[src/rtl/uart_pkg.sv]
// Shared definitions for the UART receive path (and the future transmit path).
//   rx_state_t   : receiver FSM states
//   clks_per_bit : integer clocks per serial bit for a given clock and line rate
//   DATA_BITS / STOP_BITS : 8N1 frame shape
package uart_pkg;

    typedef enum logic [2:0] {
        IDLE,
        START,
        DATA,
        STOP,
        BREAK
    } rx_state_t;

    localparam int DATA_BITS = 8;
    localparam int STOP_BITS = 1;

    // Wide enough to index every data and stop bit of a frame.
    localparam int BIT_IDX_W = $clog2(DATA_BITS + STOP_BITS);

    // Truncating division: the bit timer runs slightly fast rather than slow.
    function automatic int clks_per_bit(input int freq_hz, input int baud);
        return freq_hz / baud;
    endfunction

endpackage

[src/rtl/sync_fifo.sv]
// Single-clock first-word-fall-through FIFO.
//   push_i/din_i  : write request and data; ignored when full unless a pop
//                   happens in the same cycle (then the write replaces the
//                   slot being freed).
//   pop_i/dout_o  : read request and head word; dout_o is zero while empty.
//   count_o       : current occupancy, 0..DEPTH.
//   full_o/empty_o: occupancy flags.
// DEPTH must be a power of two so the pointers wrap naturally.
module sync_fifo #(
    parameter int WIDTH = 8,
    parameter int DEPTH = 16
) (
    input  logic                     clk,
    input  logic                     reset_i,
    input  logic                     push_i,
    input  logic [WIDTH-1:0]         din_i,
    input  logic                     pop_i,
    output logic [WIDTH-1:0]         dout_o,
    output logic [$clog2(DEPTH):0]   count_o,
    output logic                     full_o,
    output logic                     empty_o
);

    localparam int AW = $clog2(DEPTH);
    localparam int CW = AW + 1;
    localparam logic [CW-1:0] DEPTH_C = CW'(DEPTH);

    logic [WIDTH-1:0] mem_q [DEPTH];
    logic [AW-1:0]    wr_ptr_q;
    logic [AW-1:0]    rd_ptr_q;
    logic [CW-1:0]    count_q;
    logic             do_push;
    logic             do_pop;

    assign empty_o = (count_q == '0);
    assign full_o  = (count_q == DEPTH_C);
    assign count_o = count_q;

    assign do_pop  = pop_i && !empty_o;
    assign do_push = push_i && (!full_o || do_pop);

    // Asynchronous read so a word written into an empty FIFO is visible on
    // the very next cycle.
    assign dout_o = empty_o ? '0 : mem_q[rd_ptr_q];

    always_ff @(posedge clk) begin
        if (do_push) begin
            mem_q[wr_ptr_q] <= din_i;
        end
    end

    always_ff @(posedge clk) begin
        if (reset_i) begin
            wr_ptr_q <= '0;
            rd_ptr_q <= '0;
            count_q  <= '0;
        end else begin
            if (do_push) begin
                wr_ptr_q <= wr_ptr_q + AW'(1);
            end
            if (do_pop) begin
                rd_ptr_q <= rd_ptr_q + AW'(1);
            end
            if (do_push && !do_pop) begin
                count_q <= count_q + CW'(1);
            end else if (do_pop && !do_push) begin
                count_q <= count_q - CW'(1);
            end
        end
    end

endmodule

[src/rtl/uart_rx_fifo.sv]
// 8N1 UART receiver with a FWFT receive FIFO and RTS flow control.
//   clk, reset_i : system clock, synchronous active-high reset
//   rx_i         : serial input (idle high), synchronised internally
//   rts_o        : 1 = peer may send, 0 = peer must pause
//   data_o       : FIFO head byte, valid while valid_o = 1
//   valid_o      : FIFO not empty
//   ready_i      : consumer takes data_o this cycle
//   overrun_o    : sticky, a received byte was dropped (FIFO full)
//   frame_err_o  : sticky, stop bit sampled low
//   clear_i      : clears both sticky flags (a simultaneous set wins)
module uart_rx_fifo
    import uart_pkg::*;
#(
    parameter int FREQ_HZ    = 16000000,
    parameter int BAUDS      = 115200,
    parameter int FIFO_DEPTH = 16,
    parameter int RTS_MARGIN = 4
) (
    input  logic       clk,
    input  logic       reset_i,
    input  logic       rx_i,
    output logic       rts_o,
    output logic [7:0] data_o,
    output logic       valid_o,
    input  logic       ready_i,
    output logic       overrun_o,
    output logic       frame_err_o,
    input  logic       clear_i
);

    localparam int CPB = clks_per_bit(FREQ_HZ, BAUDS);
    localparam int TW  = $clog2(CPB);
    localparam int CW  = $clog2(FIFO_DEPTH) + 1;

    localparam logic [TW-1:0] BIT_LAST    = TW'(CPB - 1);
    localparam logic [TW-1:0] HALF_LAST   = TW'(CPB / 2 - 1);
    localparam logic [CW-1:0] RTS_LOW_AT  = CW'(FIFO_DEPTH - RTS_MARGIN);
    localparam logic [CW-1:0] RTS_HIGH_AT = CW'(FIFO_DEPTH / 2);
    localparam logic [BIT_IDX_W-1:0] LAST_DATA_IDX = BIT_IDX_W'(DATA_BITS - 1);

    // ---------------------------------------------------------------
    // Two-flop synchroniser, reset to the idle (high) line level.
    // ---------------------------------------------------------------
    logic [1:0] sync_q;
    logic [1:0] sync_d;
    logic       rxs;

    genvar gi;
    generate
        for (gi = 0; gi < 2; gi++) begin : g_sync
            if (gi == 0) begin : g_first
                assign sync_d[gi] = rx_i;
            end else begin : g_next
                assign sync_d[gi] = sync_q[gi-1];
            end
        end
    endgenerate

    always_ff @(posedge clk) begin
        if (reset_i) begin
            sync_q <= '1;
        end else begin
            sync_q <= sync_d;
        end
    end

    assign rxs = sync_q[1];

    // ---------------------------------------------------------------
    // Receiver FSM with bit timer. The timer restarts at zero on every
    // state change, so START waits a half bit and DATA/STOP a full bit,
    // which lands every sample near the middle of its bit.
    // ---------------------------------------------------------------
    rx_state_t              state_q;
    logic [TW-1:0]          timer_q;
    logic [BIT_IDX_W-1:0]   bit_idx_q;
    logic [DATA_BITS-1:0]   shift_q;
    logic                   tick_half;
    logic                   tick_bit;

    assign tick_half = (timer_q == HALF_LAST);
    assign tick_bit  = (timer_q == BIT_LAST);

    always_ff @(posedge clk) begin
        if (reset_i) begin
            state_q   <= IDLE;
            timer_q   <= '0;
            bit_idx_q <= '0;
            shift_q   <= '0;
        end else begin
            case (state_q)
                IDLE: begin
                    timer_q <= '0;
                    if (!rxs) begin
                        state_q <= START;
                    end
                end
                START: begin
                    if (tick_half) begin
                        timer_q   <= '0;
                        bit_idx_q <= '0;
                        // A line already back high at mid start bit was noise.
                        state_q   <= rxs ? IDLE : DATA;
                    end else begin
                        timer_q <= timer_q + TW'(1);
                    end
                end
                DATA: begin
                    if (tick_bit) begin
                        timer_q <= '0;
                        shift_q <= {rxs, shift_q[DATA_BITS-1:1]};
                        if (bit_idx_q == LAST_DATA_IDX) begin
                            state_q <= STOP;
                        end else begin
                            bit_idx_q <= bit_idx_q + BIT_IDX_W'(1);
                        end
                    end else begin
                        timer_q <= timer_q + TW'(1);
                    end
                end
                STOP: begin
                    if (tick_bit) begin
                        timer_q <= '0;
                        // Leaving at mid stop bit leaves half a bit to
                        // resynchronise on the next start edge.
                        state_q <= rxs ? IDLE : BREAK;
                    end else begin
                        timer_q <= timer_q + TW'(1);
                    end
                end
                BREAK: begin
                    // Hold here while the line stays low so a break
                    // reports one frame error, not a stream of zero bytes.
                    timer_q <= '0;
                    if (rxs) begin
                        state_q <= IDLE;
                    end
                end
                default: begin
                    state_q <= IDLE;
                    timer_q <= '0;
                end
            endcase
        end
    end

    logic stop_sample;
    logic push_req;
    logic frame_set;

    assign stop_sample = (state_q == STOP) && tick_bit;
    assign push_req    = stop_sample && rxs;
    assign frame_set   = stop_sample && !rxs;

    // ---------------------------------------------------------------
    // Receive FIFO
    // ---------------------------------------------------------------
    logic [CW-1:0] fifo_count;
    logic          fifo_full;
    logic          fifo_empty;
    logic          pop_eff;
    logic          push_acc;
    logic [CW-1:0] count_next;

    sync_fifo #(
        .WIDTH (DATA_BITS),
        .DEPTH (FIFO_DEPTH)
    ) u_fifo (
        .clk     (clk),
        .reset_i (reset_i),
        .push_i  (push_req),
        .din_i   (shift_q),
        .pop_i   (ready_i),
        .dout_o  (data_o),
        .count_o (fifo_count),
        .full_o  (fifo_full),
        .empty_o (fifo_empty)
    );

    assign valid_o  = !fifo_empty;
    assign pop_eff  = ready_i && !fifo_empty;
    assign push_acc = push_req && (!fifo_full || pop_eff);

    // Occupancy after this cycle's push/pop; RTS reacts to it in the same
    // edge as the FIFO update.
    assign count_next = fifo_count + CW'(push_acc) - CW'(pop_eff);

    // ---------------------------------------------------------------
    // RTS hysteresis and sticky error flags
    // ---------------------------------------------------------------
    logic rts_q, rts_d;
    logic overrun_q, overrun_d;
    logic frame_err_q, frame_err_d;
    logic overrun_set;

    assign overrun_set = push_req && fifo_full && !pop_eff;

    always_comb begin
        rts_d = rts_q;
        if (count_next >= RTS_LOW_AT) begin
            rts_d = 1'b0;
        end else if (count_next <= RTS_HIGH_AT) begin
            rts_d = 1'b1;
        end
    end

    assign overrun_d   = overrun_set | (overrun_q & ~clear_i);
    assign frame_err_d = frame_set   | (frame_err_q & ~clear_i);

    always_ff @(posedge clk) begin
        if (reset_i) begin
            rts_q       <= 1'b0;
            overrun_q   <= 1'b0;
            frame_err_q <= 1'b0;
        end else begin
            rts_q       <= rts_d;
            overrun_q   <= overrun_d;
            frame_err_q <= frame_err_d;
        end
    end

    assign rts_o       = rts_q;
    assign overrun_o   = overrun_q;
    assign frame_err_o = frame_err_q;

endmodule

[config.mk]
export PLATFORM = sky130hd
export DESIGN_NAME = uart_rx_fifo
export DESIGN_NICKNAME = d
export VERILOG_FILES = /design/src/rtl/uart_pkg.sv /design/src/rtl/sync_fifo.sv /design/src/rtl/uart_rx_fifo.sv
export SDC_FILE = /design/constraint.sdc
export NUM_CORES = 1
export LEC_CHECK = 0
export ABC_AREA = 1
export CORE_MARGIN = 1
export CORE_UTILIZATION = 45
export DETAILED_ROUTE_END_ITERATION = 16
export HOLD_SLACK_MARGIN = 0.05
export PLACE_DENSITY = 0.67
export RECOVER_POWER = 25
export SETUP_SLACK_MARGIN = 0.3
export SYNTH_ARGS = -nofsm -noshare
export SYNTH_HDL_FRONTEND = slang
export SYNTH_SLANG_ARGS = --single-unit
[constraint.sdc]
create_clock -name clk -period 2.7 [get_ports clk]
set_input_delay 0.54 -clock clk [delete_from_list [all_inputs] [get_ports clk]]
set_output_delay 0.54 -clock clk [all_outputs]
set_load 0.005 [all_outputs]
## After elaboration in Yosys (flattened, before gate mapping)

Memory sizes are Yosys's and may differ from the RTL's. A register that Yosys moved wholly into a read port is not among the register bits.
Index checks and enable logic that the tools add are counted.

- Bits in latches: 0
- Bits of input ports: 5
- Memories kept: 1
- Bits in read-only memories: 0
- Memory bits (writable): 128
- Flip-flop bits (word level): 41

- Order comparisons: 2
- Equality and inequality tests: 15
- Shift-type cells: 0
- Reduce and logical (&&, ||, !) cells: 24
- Divide/modulo/power cells: 0
- Muxes and demuxes: 23
- $mul: 0
- Bitwise operators: 5
- Add/subtract/negate cells: 8

Memory list:

| memory | words | width | rd ports | clocked after Yosys merged registers in | wr ports | line | text |
|---|---|---|---|---|---|---|---|
| u_fifo.mem_q | 16 | 8 | 1 | 1 | 1 | sync_fifo.sv:28 | `logic [WIDTH-1:0] mem_q [DEPTH];` |

Operators with widths:

| cell | number |
|---|---|
| $mux 8 | 3 |
| $mux 3 | 7 |
| $mux 4 | 5 |
| $pmux 8 s2 | 1 |
| $pmux 3 s5 | 1 |
| $ne 2x2->1 const B | 7 |
| $add 4x1->4 const B | 3 |
| $mux 5 | 2 |
| $logic_and 1x1->1 | 9 |
| $add 8x1->8 const B | 1 |
| $eq 8x7->1 const B | 1 |
| $eq 8x8->1 const B | 1 |
| $pmux 4 s2 | 1 |
| $eq 3x2->1 const B | 2 |
| $reduce_and 6->1 | 1 |
| $add 5x1->5 | 1 |
| $add 5x1->5 const B | 1 |
| $eq 5x5->1 const B | 1 |
| $ge 5x4->1 const B | 1 |
| $le 5x4->1 const B | 1 |
| $logic_not 1->1 | 5 |
| $logic_not 5->1 | 1 |
| $sub 5x1->5 | 1 |
| $sub 5x1->5 const B | 1 |
| 14 further kinds | 19 |

## Logic depth before layout (Yosys ltp)

- Depth in word-level cells: 9
- Mapped depth: 18
- Gate-level depth less buffers: 18

## Cells and area by module

A second synthesis with hierarchy kept.

- Cells, all modules: 776
- Area, all modules: 7711.1 µm²

Modules (own cells, without submodules):

| module | area each (µm²) | cells an instance | instances | seq. area each (µm²) |
|---|---|---|---|---|
| sync_fifo | 6124.6 | 550 | 1 | 4184.0 |
| uart_rx_fifo | 1586.5 | 226 | 1 | 560.5 |

## Worst setup path after synthesis

No wires, ideal clock.

- Kind: reg2reg
- Start point: register u_fifo.count_q[2], in the netlist u_fifo.count_o[2]
- End point: register rts_q, in the netlist rts_o
- Stages on the path, launching flop included: 15
- Buffers on the path: 0
- Data required time: 2.582 ns
- Path slack: 0.297 ns
- Arrival: 2.285 ns
- Setup time: 0.118 ns
- Cell sequence: dfxtp_1 inv_1 ha_1 nand3_1 nand2_1 nor2_1 inv_1 o21ai_0 ha_1 inv_1 fa_1 xor2_1 or2_2 nand3_1 nor2_1

- Cells in the longest elaborated chain, start to end: 9
- Elaborated cells on any way between the ends: 12

Ends and longest elaborated chain:

| what | line | text |
|---|---|---|
| from (decl) | sync_fifo.sv:31 | `logic [CW-1:0] count_q;` |
| from (signal assigned) | sync_fifo.sv:65 | `count_q <= count_q + CW'(1);` |
| from (signal assigned) | sync_fifo.sv:67 | `count_q <= count_q - CW'(1);` |
| $logic_not 5->1 (*) | sync_fifo.sv:35 | `assign empty_o = (count_q == '0);` |
| $logic_not 1->1 (*) | -- |  |
| via valid_o | uart_rx_fifo.sv:24 | `output logic valid_o,` |
| $logic_and 1x1->1 (*) | uart_rx_fifo.sv:181 | `assign pop_eff = ready_i && !fifo_empty;` |
| $logic_or 1x1->1 | uart_rx_fifo.sv:182 | `assign push_acc = push_req && (!fifo_full \|\| pop_eff);` |
| $logic_and 1x1->1 | uart_rx_fifo.sv:182 |  |
| $add 5x1->5 | uart_rx_fifo.sv:186 | `assign count_next = fifo_count + CW'(push_acc) - CW'(pop_eff);` |
| $sub 5x1->5 (*) | uart_rx_fifo.sv:186 |  |
| $ge 5x4->1 | uart_rx_fifo.sv:200 | `if (count_next >= RTS_LOW_AT) begin` |
| $reduce_or 2->1 (no line) | -- |  |
| to (signal assigned) | uart_rx_fifo.sv:216 | `rts_q <= rts_d;` |
| to (decl) | uart_rx_fifo.sv:191 | `logic rts_q, rts_d;` |

The timed path passes the listed nets; every way through them passes the cells marked *.
A chain may end at the register's enable or synchronous reset.

==> impl_metrics.yaml <==
outcome:
  status: "finished, final reports clean"
layout:
  insertedDiodeCount: 0
  layout-drive-gt1-share: 0.189
  design.final.nets: 857
  postLayoutCellArea_um2: 9300
  area_delta_synth_final_pct: 21.7
  instances_no_fill: 1065
  utilization: 0.561
worst_setup_path:
  worstReg2RegStart: "timer_q[1]$_SDFF_PP0_"
  crit_arrival_ns: 1.82
  crit_fanout: 18
  crit_required_ns: 2.16
  cp-start-kind: "register"
  crit_type: "register to output pin"
  reg2reg_slack_ns: 0.42
  critPathCaptureType: "output pin"
sta:
  final_hold_viol_count: 0
  clock_skew_ns: 0.00989
  slew_viol_final: 0
  clock.fmax_ghz: 0.423
  worst_slack_ns: 0.339
  worst_hold_slack_ns: 0.407
  fin_crit_sh: 0.875
  tightestPinTransition_ns: 0.769
  setup_tns_ns: 0
  rsz0062_at_grt: "yes"
  relSlewSlack: 0.486
  setup_violations: 0
  period_needed_ns: 2.36
clocking:
  clockRootBuffer: "clkbuf_16"
  cts-htree-levels: 4
  path_clk_slew_ns: 0.06
  clkLatencyLatePin_ns: 0.42
  hold_buffers: 0
  clock_sinks: 173
  cts_buffer_depth: 2
  cts_tree: "done"
  numCtsBuffers: 17
placed_design:
  pre_cts_slack_ns: -0.0241
  hpwlAfterDp_um: 9910
  placed_cell_area_um2: 8260
  port-buffer-count: 16
  dpl.cell_count: 1020
  place.gp.congestion: 0.811
floorplan:
  design.core.area_um2: 16600
  die_area_um2: 17500
  rows: 47
  ios: 17
  die_y_um: 132
  die_width_um: 132
  initial_utilization: 0.461
pwr:
  power.leakage_nw: 3.66
  ir_worst_vdd_mv: 0.518
  power_mw: 5.67
  power.density_nw_per_um2: 609
global_routing:
  grt_start_max_net_pins: 33
  track_usage: 0.197
  grt_pass1_vias: 5165
  grt_pass1_wl_um: 26300
  antenna_found_initial: 0
  overflow: 0
synthesis:
  synth.most_common_cell: "nand2_1"
  syn-cell-area_um2: 7640
  syn_area_per_cell_um2: 9.85
  ys_types: 31
  synth_async_sr_flop_share: 0
  synth_seq_cells: 173
  syn_nets: 801
  synth_common_cells: "223 x nand2_1, 128 x edfxtp_1, 116 x nand3_1"
  synth_cells: 776
  ys_warn_count: 0
  ys_seq_area_frac: 0.621
  synth.top_cell.area_share: 0.503
  synth-edff-count: 128
  ys.flop_type: "edfxtp_1"
  synth_top_area_cell: "edfxtp_1"
  synthTopCellsByArea: "edfxtp_1 50%, dfxtp_1 12%, nand2_1 11%"
detailed_routing:
  via_per_inst: 5.13
  drtIter0Drc: 517
  ant_nets: 0
  vias: 5460
  drc_errors: 0
  routed_wl_um: 16600
  wl_per_cell_um: 15.6
  first_pass_iters: 5
run:
  drv_cap: 0
min_path:
  min_from: "sync_q[0]$_SDFF_PP1_"
  hp-class: "register to register"
==> worst max-delay path: stages, from the launching register on <==
cell	delay, ns
dfxtp_4	0.48
buf_12	0.18
nand2_1	0.06
nand3_1	0.09
nand3_1	0.10
nand2_1	0.11
nand2_1	0.07
a21oi_2	0.16
clkbuf_2	0.13
==> layout make-up <==
type | instances | area [µm²]
clock inverter | 8 | 76.3
tap | 220 | 275
inverter | 49 | 191
fill | 1409 | 7280
clock buffer | 24 | 514
multi-input combinational | 524 | 2790
timing repair buffer | 67 | 693
sequential | 173 | 4760
==> logic make-up after synthesis <==
logic type | synth area share
flip-flops | 0.621
XOR/XNOR | 0.0160
adder cells (fa/ha/maj) | 0.0347
buffers and inverters | 0.0414
AO/OA/AOI/OAI | 0.0377
AND/OR/NAND/NOR | 0.249
==> routing by layer <==
metal	part of all wire	GRT usage	vias to the layer above
li1	-	-	2737
met1	0.42	0.255	2556
met2	0.50	0.330	151
met3	0.062	0.0454	16
met4	0.010	0.0562	0
met5	0	0	-
==> state kept, by name, indices dropped and copies added, names as in the netlist, named ones only <==
signal           flops
bit_idx_q            4
u_fifo.mem_q       128
state_q              3
frame_err_o          1
overrun_o            1
timer_q              8
rts_o                1
sync_q               2
shift_q              8
u_fifo.wr_ptr_q      4
u_fifo.rd_ptr_q      4
u_fifo.count_o       5
==> timing repair <==
action,CTS,global route
hold endpoints to repair,0,0
cloned,3,3
gates resized for setup,47,54
pin swaps,6,32
setup endpoints to repair,12,12
buffers inserted,2,5
==> power breakdown <==
| group | internal (mW) | switching (mW) | total [mW] | leakage [nW] |
|---|---|---|---|---|
| logic | 0.124 | 0.261 | 0.385 | 1.51 |
| registers | 2.85 | 0.0424 | 2.89 | 1.86 |
| clock network | 1.43 | 0.962 | 2.39 | 0.292 |
==> cell usage in the layout, fill, tap and decap left out, types with 17 or more instances in the layout <==
cell / n
a21oi_1: 25
nand2_1: 217
inv_1: 40
clkbuf_16: 22
nor2_1: 57
edfxtp_1: 128
dfxtp_1: 40
nand3_1: 102
o21ai_0: 17
buf_4: 37
==> final timing paths <==
kind	end	cells past startpoint
max	data_o[7]	8
min	sync_q[1]$_SDFF_PP1_	1
max reg2reg	rts_o$_SDFFE_PP0P_	13
min reg2reg	sync_q[1]$_SDFF_PP1_	1
Power figures use the tool's default switching activity.
